$ cat config.mk
export PLATFORM = sky130hd
export DESIGN_NAME = cvt_frame_arbiter_flat
export DESIGN_NICKNAME = d
export VERILOG_FILES = /design/src/rtl/cvt_frame_arbiter_if.sv /design/src/rtl/cvt_frame_arbiter.sv /design/src/flat_wrapper.sv
export SDC_FILE = /design/constraint.sdc
export NUM_CORES = 1
export LEC_CHECK = 0
export BUFFER_PORTS_ARGS = -buffer_cell sky130_fd_sc_hd__buf_2
export CELL_PAD_IN_SITES_DETAIL_PLACEMENT = 0
export CELL_PAD_IN_SITES_GLOBAL_PLACEMENT = 2
export CORE_MARGIN = 10
export CORE_UTILIZATION = 30
export CTS_BUF_LIST = sky130_fd_sc_hd__clkbuf_4 sky130_fd_sc_hd__clkbuf_8
export DETAILED_ROUTE_END_ITERATION = 6
export GPL_ROUTABILITY_DRIVEN = 1
export PLACE_DENSITY = 0.81
export SKIP_LAST_GASP = 1
export SYNTH_ARGS = -nofsm -noshare
export SYNTH_HDL_FRONTEND = slang
export SYNTH_SLANG_ARGS = --single-unit
export TNS_END_PERCENT = 1
$ cat constraint.sdc
create_clock -name i_sys_clk -period 3 [get_ports i_sys_clk]
set_clock_uncertainty 0.15 [all_clocks]
set_input_delay 0.3 -clock i_sys_clk [delete_from_list [all_inputs] [get_ports i_sys_clk]]
set_output_delay 0.3 -clock i_sys_clk [all_outputs]
set_load 0.02 [all_outputs]
$ cat src/rtl/cvt_frame_arbiter_if.sv
// YCbCr video timing/pixel bundle shared by the two sources and the converter.
// master drives the bundle, slave observes it.
interface cvt_frame_arbiter_if #(
    parameter int DATA_W = 8
);
    logic              vs;
    logic              hs;
    logic              de;
    logic [DATA_W-1:0] y;
    logic [DATA_W-1:0] cb;
    logic [DATA_W-1:0] cr;

    modport master (output vs, hs, de, y, cb, cr);
    modport slave  (input  vs, hs, de, y, cb, cr);
endinterface

$ cat src/rtl/cvt_frame_arbiter.sv
// Frame-granular arbiter sharing one YCbCr-to-RGB converter between two sources.
// A source owns the converter from vs rise to vs fall, then the pipeline drains.
module cvt_frame_arbiter #(
    parameter int LATENCY = 3,
    parameter int DATA_W  = 8,
    parameter int CNT_W   = 16
) (
    input  logic               i_sys_clk,
    input  logic               i_rst,
    input  logic [1:0]         i_src_mask,
    cvt_frame_arbiter_if.slave  i_s0,
    cvt_frame_arbiter_if.slave  i_s1,
    cvt_frame_arbiter_if.master o_cvt,
    output logic [1:0]         o_grant,
    output logic               o_busy,
    output logic               o_out_sel,
    output logic               o_out_vld,
    output logic [CNT_W-1:0]   o_drop_cnt0,
    output logic [CNT_W-1:0]   o_drop_cnt1
);
    localparam logic [1:0] IDLE   = 2'd0;
    localparam logic [1:0] GRANT0 = 2'd1;
    localparam logic [1:0] GRANT1 = 2'd2;
    localparam logic [1:0] DRAIN  = 2'd3;
    localparam int DCW = (LATENCY > 1) ? $clog2(LATENCY) : 1;

    logic [1:0]        state_q, state_d;
    logic              ptr_q, ptr_d;
    logic [DCW-1:0]    drain_q, drain_d;
    logic              vs_prev0_q, vs_prev1_q;
    logic [1:0]        elig;
    logic              fwd0, fwd1;
    logic              win0, win1;
    logic              drop0, drop1;

    logic              cvt_vs_q, cvt_hs_q, cvt_en_q, cvt_sel_q;
    logic [DATA_W-1:0] cvt_y_q, cvt_cb_q, cvt_cr_q;
    logic [1:0]        grant_q;
    logic [LATENCY-1:0] sel_sr_q, vld_sr_q;
    logic [CNT_W-1:0]  cnt0_q, cnt1_q;

    logic              mux_vs, mux_hs, mux_en;
    logic [DATA_W-1:0] mux_y, mux_cb, mux_cr;

    assign elig[0] = i_s0.vs & ~vs_prev0_q & i_src_mask[0];
    assign elig[1] = i_s1.vs & ~vs_prev1_q & i_src_mask[1];

    // Next-state: grant on eligible rise, hold for the frame, then drain.
    always_comb begin
        state_d = state_q;
        ptr_d   = ptr_q;
        drain_d = drain_q;
        case (state_q)
            IDLE: begin
                if (elig == 2'b11) begin
                    state_d = ptr_q ? GRANT1 : GRANT0;
                end else if (elig[0]) begin
                    state_d = GRANT0;
                end else if (elig[1]) begin
                    state_d = GRANT1;
                end
            end
            GRANT0: begin
                if (!i_s0.vs) begin
                    state_d = DRAIN;
                    drain_d = DCW'(LATENCY - 1);
                    ptr_d   = 1'b1;
                end
            end
            GRANT1: begin
                if (!i_s1.vs) begin
                    state_d = DRAIN;
                    drain_d = DCW'(LATENCY - 1);
                    ptr_d   = 1'b0;
                end
            end
            default: begin
                if (drain_q == '0) begin
                    state_d = IDLE;
                end else begin
                    drain_d = drain_q - DCW'(1);
                end
            end
        endcase
    end

    // The owner keeps forwarding on its vs-fall cycle so the converter sees it.
    assign fwd0  = (state_d == GRANT0) | (state_q == GRANT0);
    assign fwd1  = (state_d == GRANT1) | (state_q == GRANT1);
    assign win0  = (state_q == IDLE) & (state_d == GRANT0);
    assign win1  = (state_q == IDLE) & (state_d == GRANT1);
    assign drop0 = elig[0] & ~win0;
    assign drop1 = elig[1] & ~win1;

    // Pixel mux selecting the owner, zero when nobody holds the converter.
    always_comb begin
        mux_vs = 1'b0;
        mux_hs = 1'b0;
        mux_en = 1'b0;
        mux_y  = '0;
        mux_cb = '0;
        mux_cr = '0;
        if (fwd0) begin
            mux_vs = i_s0.vs;
            mux_hs = i_s0.hs;
            mux_en = i_s0.de;
            mux_y  = i_s0.y;
            mux_cb = i_s0.cb;
            mux_cr = i_s0.cr;
        end else if (fwd1) begin
            mux_vs = i_s1.vs;
            mux_hs = i_s1.hs;
            mux_en = i_s1.de;
            mux_y  = i_s1.y;
            mux_cb = i_s1.cb;
            mux_cr = i_s1.cr;
        end
    end

    // Arbitration state, edge history and the registered converter drive.
    always_ff @(posedge i_sys_clk) begin
        if (i_rst) begin
            state_q    <= IDLE;
            ptr_q      <= 1'b0;
            drain_q    <= '0;
            vs_prev0_q <= 1'b1;
            vs_prev1_q <= 1'b1;
            grant_q    <= 2'b00;
            cvt_vs_q   <= 1'b0;
            cvt_hs_q   <= 1'b0;
            cvt_en_q   <= 1'b0;
            cvt_sel_q  <= 1'b0;
            cvt_y_q    <= '0;
            cvt_cb_q   <= '0;
            cvt_cr_q   <= '0;
        end else begin
            state_q    <= state_d;
            ptr_q      <= ptr_d;
            drain_q    <= drain_d;
            vs_prev0_q <= i_s0.vs;
            vs_prev1_q <= i_s1.vs;
            grant_q    <= {state_d == GRANT1, state_d == GRANT0};
            cvt_vs_q   <= mux_vs;
            cvt_hs_q   <= mux_hs;
            cvt_en_q   <= mux_en;
            cvt_sel_q  <= fwd1;
            cvt_y_q    <= mux_y;
            cvt_cb_q   <= mux_cb;
            cvt_cr_q   <= mux_cr;
        end
    end

    // Tag and valid follow the pixel through the converter's latency.
    always_ff @(posedge i_sys_clk) begin
        if (i_rst) begin
            sel_sr_q <= '0;
            vld_sr_q <= '0;
        end else begin
            sel_sr_q[0] <= cvt_sel_q;
            vld_sr_q[0] <= cvt_en_q;
            for (int i = 1; i < LATENCY; i++) begin
                sel_sr_q[i] <= sel_sr_q[i-1];
                vld_sr_q[i] <= vld_sr_q[i-1];
            end
        end
    end

    // Saturating counts of refused frame starts.
    always_ff @(posedge i_sys_clk) begin
        if (i_rst) begin
            cnt0_q <= '0;
            cnt1_q <= '0;
        end else begin
            if (drop0 && cnt0_q != '1) cnt0_q <= cnt0_q + CNT_W'(1);
            if (drop1 && cnt1_q != '1) cnt1_q <= cnt1_q + CNT_W'(1);
        end
    end

    assign o_cvt.vs    = cvt_vs_q;
    assign o_cvt.hs    = cvt_hs_q;
    assign o_cvt.de    = cvt_en_q;
    assign o_cvt.y     = cvt_y_q;
    assign o_cvt.cb    = cvt_cb_q;
    assign o_cvt.cr    = cvt_cr_q;
    assign o_grant     = grant_q;
    assign o_busy      = (state_q != IDLE);
    assign o_out_sel   = sel_sr_q[LATENCY-1];
    assign o_out_vld   = vld_sr_q[LATENCY-1];
    assign o_drop_cnt0 = cnt0_q;
    assign o_drop_cnt1 = cnt1_q;
endmodule

$ cat src/flat_wrapper.sv
// flat-port wrapper written by rule: the top's interface ports become plain ports
module cvt_frame_arbiter_flat 
#(
    parameter int LATENCY = 3,
    parameter int DATA_W  = 8,
    parameter int CNT_W   = 16
)
  (i_sys_clk, i_rst, i_src_mask, o_grant, o_busy, o_out_sel, o_out_vld, o_drop_cnt0, o_drop_cnt1, i_s0_vs, i_s0_hs, i_s0_de, i_s0_y, i_s0_cb, i_s0_cr, i_s1_vs, i_s1_hs, i_s1_de, i_s1_y, i_s1_cb, i_s1_cr, o_cvt_vs, o_cvt_hs, o_cvt_de, o_cvt_y, o_cvt_cb, o_cvt_cr);
  cvt_frame_arbiter_if #(.DATA_W(DATA_W)) i_s0_i ();
  cvt_frame_arbiter_if #(.DATA_W(DATA_W)) i_s1_i ();
  cvt_frame_arbiter_if #(.DATA_W(DATA_W)) o_cvt_i ();
  input  logic i_sys_clk;
  input  logic i_rst;
  input  logic [1:0] i_src_mask;
  output logic [1:0] o_grant;
  output logic o_busy;
  output logic o_out_sel;
  output logic o_out_vld;
  output logic [CNT_W-1:0] o_drop_cnt0;
  output logic [CNT_W-1:0] o_drop_cnt1;
  input wire logic [$bits(i_s0_i.vs)-1:0] i_s0_vs;
  input wire logic [$bits(i_s0_i.hs)-1:0] i_s0_hs;
  input wire logic [$bits(i_s0_i.de)-1:0] i_s0_de;
  input wire logic [$bits(i_s0_i.y)-1:0] i_s0_y;
  input wire logic [$bits(i_s0_i.cb)-1:0] i_s0_cb;
  input wire logic [$bits(i_s0_i.cr)-1:0] i_s0_cr;
  input wire logic [$bits(i_s1_i.vs)-1:0] i_s1_vs;
  input wire logic [$bits(i_s1_i.hs)-1:0] i_s1_hs;
  input wire logic [$bits(i_s1_i.de)-1:0] i_s1_de;
  input wire logic [$bits(i_s1_i.y)-1:0] i_s1_y;
  input wire logic [$bits(i_s1_i.cb)-1:0] i_s1_cb;
  input wire logic [$bits(i_s1_i.cr)-1:0] i_s1_cr;
  output wire logic [$bits(o_cvt_i.vs)-1:0] o_cvt_vs;
  output wire logic [$bits(o_cvt_i.hs)-1:0] o_cvt_hs;
  output wire logic [$bits(o_cvt_i.de)-1:0] o_cvt_de;
  output wire logic [$bits(o_cvt_i.y)-1:0] o_cvt_y;
  output wire logic [$bits(o_cvt_i.cb)-1:0] o_cvt_cb;
  output wire logic [$bits(o_cvt_i.cr)-1:0] o_cvt_cr;
  assign i_s0_i.vs = i_s0_vs;
  assign i_s0_i.hs = i_s0_hs;
  assign i_s0_i.de = i_s0_de;
  assign i_s0_i.y = i_s0_y;
  assign i_s0_i.cb = i_s0_cb;
  assign i_s0_i.cr = i_s0_cr;
  assign i_s1_i.vs = i_s1_vs;
  assign i_s1_i.hs = i_s1_hs;
  assign i_s1_i.de = i_s1_de;
  assign i_s1_i.y = i_s1_y;
  assign i_s1_i.cb = i_s1_cb;
  assign i_s1_i.cr = i_s1_cr;
  assign o_cvt_vs = o_cvt_i.vs;
  assign o_cvt_hs = o_cvt_i.hs;
  assign o_cvt_de = o_cvt_i.de;
  assign o_cvt_y = o_cvt_i.y;
  assign o_cvt_cb = o_cvt_i.cb;
  assign o_cvt_cr = o_cvt_i.cr;
  cvt_frame_arbiter #(.LATENCY(LATENCY), .DATA_W(DATA_W), .CNT_W(CNT_W)) u_core (.i_sys_clk(i_sys_clk), .i_rst(i_rst), .i_src_mask(i_src_mask), .i_s0(i_s0_i), .i_s1(i_s1_i), .o_cvt(o_cvt_i), .o_grant(o_grant), .o_busy(o_busy), .o_out_sel(o_out_sel), .o_out_vld(o_out_vld), .o_drop_cnt0(o_drop_cnt0), .o_drop_cnt1(o_drop_cnt1));
endmodule
==> results of run 1 <==
report_power, final:
group | switching, W | total (W) | internal (W)
registers | 0.0000536 | 0.00120 | 0.00115
clock network | 0.000395 | 0.000874 | 0.000479
logic | 0.000647 | 0.00109 | 0.000442
total | 0.00110 | 0.00316 | 0.00207
registers in the layout, summed over array words and instances (netlist names):
register,cells
u_core.state_q,2
u_core.o_cvt.cb,8
u_core.vs_prev1_q,1
u_core.o_cvt.y,8
u_core.ptr_q,1
u_core.vld_sr_q,3
u_core.sel_sr_q,3
u_core.vs_prev0_q,1
u_core.o_drop_cnt1,16
u_core.o_cvt.de,1
u_core.cvt_sel_q,1
u_core.o_drop_cnt0,16
u_core.o_cvt.vs,1
u_core.o_cvt.hs,1
u_core.o_grant,2
u_core.o_cvt.cr,8
u_core.drain_q,2
cell type report:
| type | instances | area [µm²] |
|---|---|---|
| Sequential cell | 75 | 1501 |
| Timing Repair Buffer | 174 | 1114 |
| Multi-Input combinational cell | 255 | 1764 |
| Fill cell | 1056 | 6087 |
| Clock buffer | 10 | 131.4 |
| Clock inverter | 6 | 88.84 |
| Inverter | 7 | 26.28 |
| Tap cell | 140 | 175.2 |
synthesized netlist by cell type, drive strengths merged, types with 3 or more instances:
cell,count,share of area [%]
dfxtp,75,45
o21ai,9,1.3
nand2b,9,1.7
or2,4,0.74
nor4,3,0.56
nor2b,21,3.9
a21oi,24,3.6
a211oi,3,0.67
mux2,10,3.3
inv,7,0.78
or4,8,1.8
nor3b,3,0.67
nand2,14,1.6
o31ai,11,2.5
or3,7,1.3
nor3,12,2.1
buf,8,1.6
a22o,28,8.0
nand3,11,1.6
clkbuf,11,1.2
ha,8,3.0
nor2,25,2.8
nand4,9,1.7
and3,7,1.3
per-layer routing:
| layer | vias up | part of all wire [%] |
|---|---|---|
| met5 | - | 0 |
| met4 | 0 | 1.4 |
| met3 | 14 | 9.1 |
| met2 | 101 | 47 |
| met1 | 1497 | 43 |
| li1 | 1657 | - |
worst paths after layout:
check	start	to	slack, ns	cells past startpoint
min reg2reg	u_core.sel_sr_q[1]	u_core.sel_sr_q[2]	0.29	1
max	u_core.state_q[0]	u_core.o_cvt.cr[1]	0.16	7
min	i_s0_cr[4]	u_core.o_cvt.cr[4]	0.02	2
max reg2reg	u_core.state_q[0]	u_core.o_cvt.cr[1]	0.16	7
cells by family after synthesis:
kind of cell	Yosys count	share of synthesized area [%]
mux	12	3.942
simple gates	145	24.88
flops	75	44.63
fa+ha+maj	9	3.310
buf+inv	26	3.645
compound gates	88	19.60
per-stage QoR:
step	setup slack (ns)	power [W]
global placement	0.09403	0.002231
detailed placement	0.01167	0.002239
CTS	-0.01915	0.003164
floorplan	0.4569	0.001921
global route	-0.03291	0.003337
finish	0.1593	0.003163
what timing repair did:
item / in CTS / in global routing
pin swaps: 0 / 1
hold endpoints to repair: 23 / 1
setup endpoints to repair: 15 / 30
gates cloned: 0 / 1
resized for setup: 0 / 1
hold buffers: 43 / 1
==> flow_summary.json, run 1 <==
{
  "outcome": "completed",
  "post_cts_buffers": 0,
  "cp_data_required_time_ns": 3.15,
  "die_y_um": 125.9,
  "cp-end-kind": "flip-flop",
  "setup_viol": 0,
  "cts_sinks": 75,
  "h-tree-depth": 3,
  "coreArea_mm2": 0.01089,
  "num_vias": 3269,
  "synthArstFlopShare_pct": 0,
  "grt_util_met3_pct": 6.124,
  "ys_seq_area_share_pct": 44.63,
  "leakagePower_nw": 2.084,
  "antenna_found_initial": 0,
  "start_util_pct": 30.90,
  "grt.busiest_layer": "met2",
  "final_cell_mix": "121 x buf_2, 75 x dfxtp_1, 44 x dlygate4sd3_1",
  "worst-path-max-fanout": 14,
  "hpwlAfterDp_um": 7078,
  "ios": 122,
  "use_met2_pct": 20.15,
  "final_cells": 667,
  "globalplace.congestion": 0.8079,
  "postSynthAreaPerCell_um2": 9.477,
  "synthCells": 355,
  "final_common_cell": "buf_2",
  "design.die.area_mm2": 0.01585,
  "grt_remaining_overflow": 0,
  "drive_gt1_share_pct": 35.67,
  "cap_violations": 0,
  "vias_per_cell": 4.901,
  "powerDensity_mw_per_mm2": 658.9,
  "final_cell_area_mm2": 0.004801,
  "grt_max_degree": 45,
  "synth_seq_cells": 75,
  "diodes": 0,
  "wirelength_um": 10360,
  "grt_pass1_vias": 3342,
  "root_buffer": "clkbuf_8",
  "clock_path_buffers": 2,
  "fin_nets": 588,
  "start_kind": "flip-flop",
  "hold_viol_final": 0,
  "max_stage_delay_ns": 0.57,
  "die_w_um": 125.9,
  "tritoncts": "yes",
  "fin_hold_ws_ns": 0.01955,
  "synth-edff-count": 0,
  "wl_per_cell_um": 15.54,
  "worst-path-buf-inv": 1,
  "fmaxAchievable_ghz": 0.3520,
  "num_rows": 38,
  "synth.distinct_cells": 52,
  "fin_tns_setup_ns": 0,
  "grt_pass1_wl_um": 16750,
  "tightest_slew_ns": 0.6194,
  "clkTransAtPathRegs_ns": 0.09,
  "crit_chain": "inv_1 -> ha_1 -> o31ai_1 -> o2bb2ai_2 -> maj3_2 -> nor3_4 -> a22o_2",
  "first_pass_iters": 4,
  "crit_arrival_ns": 2.99,
  "place_area_mm2": 0.004124,
  "clkLatencyLatePin_ns": 0.35,
  "min-delay-path-class": "in -> reg",
  "slew-limit-headroom_pct": 58.57,
  "ys.flop_type": "dfxtp_1",
  "ir_drop_mv": 0.4358,
  "numCtsBuffers": 9,
  "grt_usage_pct": 12.51,
  "rsz0062_at_grt": "yes",
  "fin_util_pct": 44.09,
  "syn_area_mm2": 0.003364,
  "drc": 0,
  "period_share_pct": 94.69,
  "yosysWarnings": 0,
  "grt_use_met1_pct": 14.26,
  "io_buffers": 121,
  "drv_slew": 0,
  "dr.first_iter.drc_count": 173,
  "critPathTopFamily": "compound AO/OA/AOI/OAI gates",
  "syn_to_final_growth_pct": 42.69,
  "antenna_left": 0,
  "dp_cells": 606,
  "period_minus_slack_ns": 2.841,
  "cp_slowest_cell": "nor3_4",
  "critPathKind": "reg -> reg",
  "synth_fp_nets": 421
}
Note: power is estimated with default switching activity, not from simulation.
==> inputs of run 2 (changes only) <==
- ABC_CLOCK_PERIOD_IN_PS: not set -> 3000
- HOLD_SLACK_MARGIN: not set -> 0.05
==> run 2 against run 1 <==
  * Register-to-register slack better by 0.05 ns
  * Largest cell class unchanged
  * Sequential cell count stayed put
  * Non-clock buffer count is 8 higher
  * Worst hold slack better by 0.11 ns
==> flow_summary.json, run 2 (synthesis results as in run 1) <==
{
  "critPathKind": "reg -> reg",
  "grt_pass1_vias": 3346,
  "clock_path_buffers": 2,
  "diodes": 0,
  "final_cell_area_mm2": 0.004886,
  "grt_usage_pct": 12.76,
  "cp_data_required_time_ns": 3.14,
  "design.die.area_mm2": 0.01585,
  "first_pass_iters": 4,
  "reg2reg_to": "u_core.o_cvt.cb[4]",
  "n_fill_cell": 1033,
  "total_power_w": 0.003173,
  "drv_slew": 0,
  "coreArea_mm2": 0.01089,
  "fin_hold_ws_ns": 0.1275,
  "rsz0062_at_grt": "no",
  "hold_viol_final": 0,
  "period_minus_slack_ns": 2.795,
  "ios": 122,
  "clkLatencyLatePin_ns": 0.35,
  "io_buffers": 121,
  "min-delay-path-class": "in -> reg",
  "setup_viol": 0,
  "cp-end-kind": "flip-flop",
  "globalplace.congestion": 0.8079,
  "final_cell_mix": "121 x buf_2, 75 x dfxtp_1, 52 x dlygate4sd3_1",
  "dr.first_iter.drc_count": 168,
  "start_kind": "flip-flop",
  "min_path_cells": 2,
  "h-tree-depth": 3,
  "antenna_found_initial": 0,
  "final_common_cell": "buf_2",
  "worst-path-max-fanout": 14,
  "hold_start": "i_s1_vs",
  "cap_violations": 0,
  "crit_chain": "ha_1 -> inv_1 -> a32o_2 -> o2bb2ai_2 -> maj3_2 -> nor3_4 -> a22o_2",
  "ff_latch_area_mm2": 0.001501,
  "period_share_pct": 93.18,
  "cts_sinks": 75,
  "fmaxAchievable_ghz": 0.3577,
  "die_w_um": 125.9,
  "reg2reg_slack_ns": 0.20,
  "root_buffer": "clkbuf_8",
  "num_vias": 3304,
  "drive_gt1_share_pct": 35.33,
  "multi_input_area_mm2": 0.001769,
  "fin_tns_setup_ns": 0,
  "ir_drop_mv": 0.3687,
  "cp_slowest_cell": "nor3_4",
  "wirelength_um": 10570,
  "max_stage_delay_ns": 0.57,
  "vias_per_cell": 4.895,
  "grt_max_degree": 45,
  "place_area_mm2": 0.004124,
  "r2r_cells": 7,
  "drc": 0,
  "num_rows": 38,
  "r2r_start": "u_core.state_q[1]",
  "outcome": "completed",
  "grt_pass1_wl_um": 17060,
  "antenna_left": 0,
  "tightest_slew_ns": 0.6202,
  "die_y_um": 125.9,
  "start_util_pct": 30.90,
  "fin_util_pct": 44.87,
  "crit_arrival_ns": 2.93,
  "powerDensity_mw_per_mm2": 649.4,
  "wl_per_cell_um": 15.66,
  "hpwlAfterDp_um": 7078,
  "fin_nets": 596,
  "syn_to_final_growth_pct": 45.22,
  "grt_remaining_overflow": 0,
  "clkTransAtPathRegs_ns": 0.08,
  "leakagePower_nw": 2.119,
  "slew-limit-headroom_pct": 58.52,
  "whs_endpoint": "u_core.vs_prev1_q",
  "numCtsBuffers": 9,
  "tritoncts": "yes"
}
-- run 2: cell count changes in the layout (fill, tap and decap cells not counted) --
cell | previous run | this run
dlygate4sd3_1 | 44 | 52
o31ai_2 | 0 | 1
o31ai_1 | 11 | 10
-- run 2: worst max-delay path by stage --
stage / from / endpoint / slack, ns / cells past startpoint
after floorplan: u_core.state_q[1] / u_core.o_drop_cnt0[8] / 0.46 / 9
after global placement: u_core.state_q[0] / u_core.o_cvt.cb[4] / 0.09 / 7
after detailed placement: u_core.state_q[0] / u_core.o_cvt.cr[1] / 0.01 / 7
after CTS: u_core.state_q[0] / u_core.o_cvt.cr[1] / -0.02 / 7
after global routing: u_core.state_q[1] / u_core.o_drop_cnt0[15] / 0.03 / 9
final: u_core.state_q[1] / u_core.o_cvt.cb[4] / 0.20 / 7
-- run 2: layout make-up --
type | count | share of cell area [%]
sequential | 75 | 30.73
multi-input combinational | 255 | 36.21
inverter | 7 | 0.5378
clock buffer | 10 | 2.689
clock inverter | 6 | 1.818
tap | 140 | 3.585
timing repair buffer | 182 | 24.43
-- run 2: routing by layer --
layer	wire, µm	global-route usage [%]	part of all wire, %	vias up
met2	5020	20.58	47	94
met5	0	0	0	-
met4	129	3.684	1.2	0
li1	-	-	-	1672
met1	4501	14.49	43	1527
met3	921	6.502	8.7	11
-- run 2: power breakdown --
group / total, W / internal (W) / switching [W]
combinational: 0.00110 / 0.000452 / 0.000651
clock: 0.000871 / 0.000479 / 0.000392
sequential: 0.00120 / 0.00115 / 0.0000529
-- run 2: critical path, delay by kind of cell, from the launching register on --
family	cells	cell delay (ns)
fa+ha+maj	2	0.70
buf+inv	1	0.13
compound gates	3	0.72
simple gates	1	0.57
flops	1	0.46
-- run 2: through the flow --
| step | std cells | worst slack [ns] |
|---|---|---|
| 6_report | 675 | 0.2047 |
| 2_1_floorplan | 355 | 0.4569 |
| 5_1_grt | 675 | 0.03259 |
| 4_1_cts | 674 | -0.01915 |
| 3_5_place_dp | 606 | 0.01167 |
| 3_3_place_gp | 606 | 0.09403 |
-- run 2: what timing repair did --
item,CTS,global route
hold buffers,52,0
setup endpoints to repair,15,30
pin swaps,0,1
gates cloned,0,1
resized for setup,0,2
endpoints found under the hold margin,26,0
buffers inserted,0,0
==> inputs of run 3 (changes only) <==
- ABC_CLOCK_PERIOD_IN_PS: 3000 -> 3500
- CORE_UTILIZATION: 30 -> 32
- PLACE_DENSITY: 0.81 -> 0.86
- clock period: 3 -> 3.5 ns (I/O delays scaled with it)
==> run 3 against run 2 <==
  * Clock-buffer cell count did not move
  * Design area decreased by 4.0%
  * Combinational power shrank 20%
  * Sequential share of layout area rose by 1.3 points
  * First-iteration DRC count rose by 0.60%
  * Worst hold slack got worse by 0.061 ns
  * Register-to-register slack improved by 0.21 ns
  * Final cell count fell by 3.1%
  * Sequential cell count unchanged
  * Largest cell class unchanged
  * Highest routed layer unchanged
==> flow_summary.json, run 3 (synthesis results as in run 1) <==
{
  "outcome": "completed",
  "seqPwrFrac_pct": 39.6,
  "worst-path-buf-inv": 1,
  "p_clk_share_pct": 26.7,
  "fin_util_pct": 45.65,
  "post_cts_buffers": 0,
  "grt_pass1_vias": 3298,
  "globalplace.congestion": 0.8159,
  "io_buffers": 121,
  "cp-end-kind": "flip-flop",
  "dr.first_iter.drc_count": 169,
  "powerDensity_mw_per_mm2": 553.1,
  "start_kind": "flip-flop",
  "die_y_um": 122.5,
  "num_vias": 3208,
  "clkLatencyLatePin_ns": 0.35,
  "syn_to_final_growth_pct": 39.46,
  "pre_cts_ws_ns": 0.4072,
  "min-delay-path-class": "in -> reg",
  "numCtsBuffers": 9,
  "clock_path_buffers": 2,
  "ir_drop_mv": 0.2579,
  "wirelength_um": 9908,
  "tightest_slew_ns": 0.9841,
  "startpoint": "u_core.state_q[1]",
  "setup_viol": 0,
  "finalWorstSetupSlack_ns": 0.4170,
  "die_w_um": 122.5,
  "p_switching_w": 0.0009174,
  "drc": 0,
  "hpwlAfterDp_um": 6944,
  "slew-limit-headroom_pct": 34.18,
  "h-tree-depth": 3,
  "clkTransAtPathRegs_ns": 0.09,
  "fmaxAchievable_ghz": 0.3244,
  "final_cell_mix": "121 x buf_2, 75 x dfxtp_1, 40 x dlygate4sd3_1",
  "leakagePower_nw": 2.033,
  "first_pass_iters": 4,
  "ios": 122,
  "grt_pass1_wl_um": 15640,
  "fin_nets": 579,
  "antenna_left": 0,
  "grt_max_degree": 47,
  "cap_violations": 0,
  "crit_chain": "inv_1 -> ha_1 -> o31ai_1 -> o2bb2ai_2 -> maj3_2 -> nor3_4 -> a22o_2",
  "r2r_start": "u_core.state_q[1]",
  "max_stage_delay_ns": 0.75,
  "hold_viol_final": 0,
  "wl_per_cell_um": 15.15,
  "cell_internal_pwr_w": 0.001678,
  "drv_slew": 0,
  "final_common_cell": "buf_2",
  "antenna_found_initial": 0,
  "root_buffer": "clkbuf_8",
  "diodes": 0,
  "tritoncts": "yes",
  "critPathTopFamily": "compound AO/OA/AOI/OAI gates",
  "cts_resized": 0,
  "crit_arrival_ns": 3.22,
  "period_minus_slack_ns": 3.083,
  "grt_remaining_overflow": 0,
  "critPathKind": "reg -> reg",
  "drive_gt1_share_pct": 35.33,
  "fin_tns_setup_ns": 0,
  "design.die.area_mm2": 0.01501,
  "grt_usage_pct": 12.86,
  "switching_share_pct": 35.35,
  "rsz0062_at_grt": "no",
  "cts_sinks": 75,
  "hold_start": "i_s0_y[5]",
  "coreArea_mm2": 0.01028,
  "vias_per_cell": 4.905,
  "period_share_pct": 88.09,
  "cp_data_required_time_ns": 3.64,
  "p_comb_share_pct": 33.7,
  "start_util_pct": 32.74,
  "num_rows": 37,
  "worst-path-max-fanout": 27,
  "fin_hold_ws_ns": 0.06642,
  "cp_slowest_cell": "nor3_4",
  "total_power_w": 0.002595
}
run 3: changes by cell type in the layout (fill, tap and decap cells not counted):
cell           previous run  this run
o31ai_1                  10        11
bufinv_16                 2         1
dlygate4sd3_1            52        40
buf_4                     9         5
nor3_4                    2         1
o31ai_2                   1         0
inv_6                     1         3
clkinv_2                  1         0
run 3: worst paths after layout:
kind         slack (ns)                 end  depth (start not counted)
max                0.42  u_core.o_cvt.cr[1]                          7
min                0.07   u_core.o_cvt.y[5]                          2
max reg2reg        0.42  u_core.o_cvt.cr[1]                          7
min reg2reg        0.30  u_core.sel_sr_q[2]                          1
run 3: cell type report:
type	instances	area, µm²
fillers	1027	5585
multi-input cells	254	1748
flip-flops and latches	75	1501
repair buffers	166	1044
well taps	136	170.2
clock buffers	10	131.4
clock inverters	6	71.32
inverters	7	26.28
run 3: timing repair:
| action | in CTS | in global routing |
|---|---|---|
| endpoints found under the setup margin | 0 | 0 |
| hold buffers | 40 | 0 |
| hold endpoints to repair | 23 | 0 |
run 3: routing by layer:
metal,part of all wire (%),GRT usage (%),vias up,wire length (µm)
met5,0,0,-,0
met4,1.6,5.007,0,155
met3,7.8,4.821,12,769
met2,48,22.07,100,4784
met1,42,14.14,1465,4198
li1,-,-,1631,-
run 3: power by group through the flow:
stage	logic, W	clock network [W]	registers [W]
final	0.000875	0.000692	0.00103
after global routing	0.000949	0.000747	0.00104
after CTS	0.000884	0.000722	0.00103
after detailed placement	0.000850	0	0.00105
after global placement	0.000841	0	0.00104
after floorplan	0.000468	0	0.00118
run 3: per-stage QoR:
step	cell area, µm²	instances
after global placement	4089	598
final	4692	654
after detailed placement	4089	598
after floorplan	3364	355
after CTS	4692	654
after global routing	4692	654
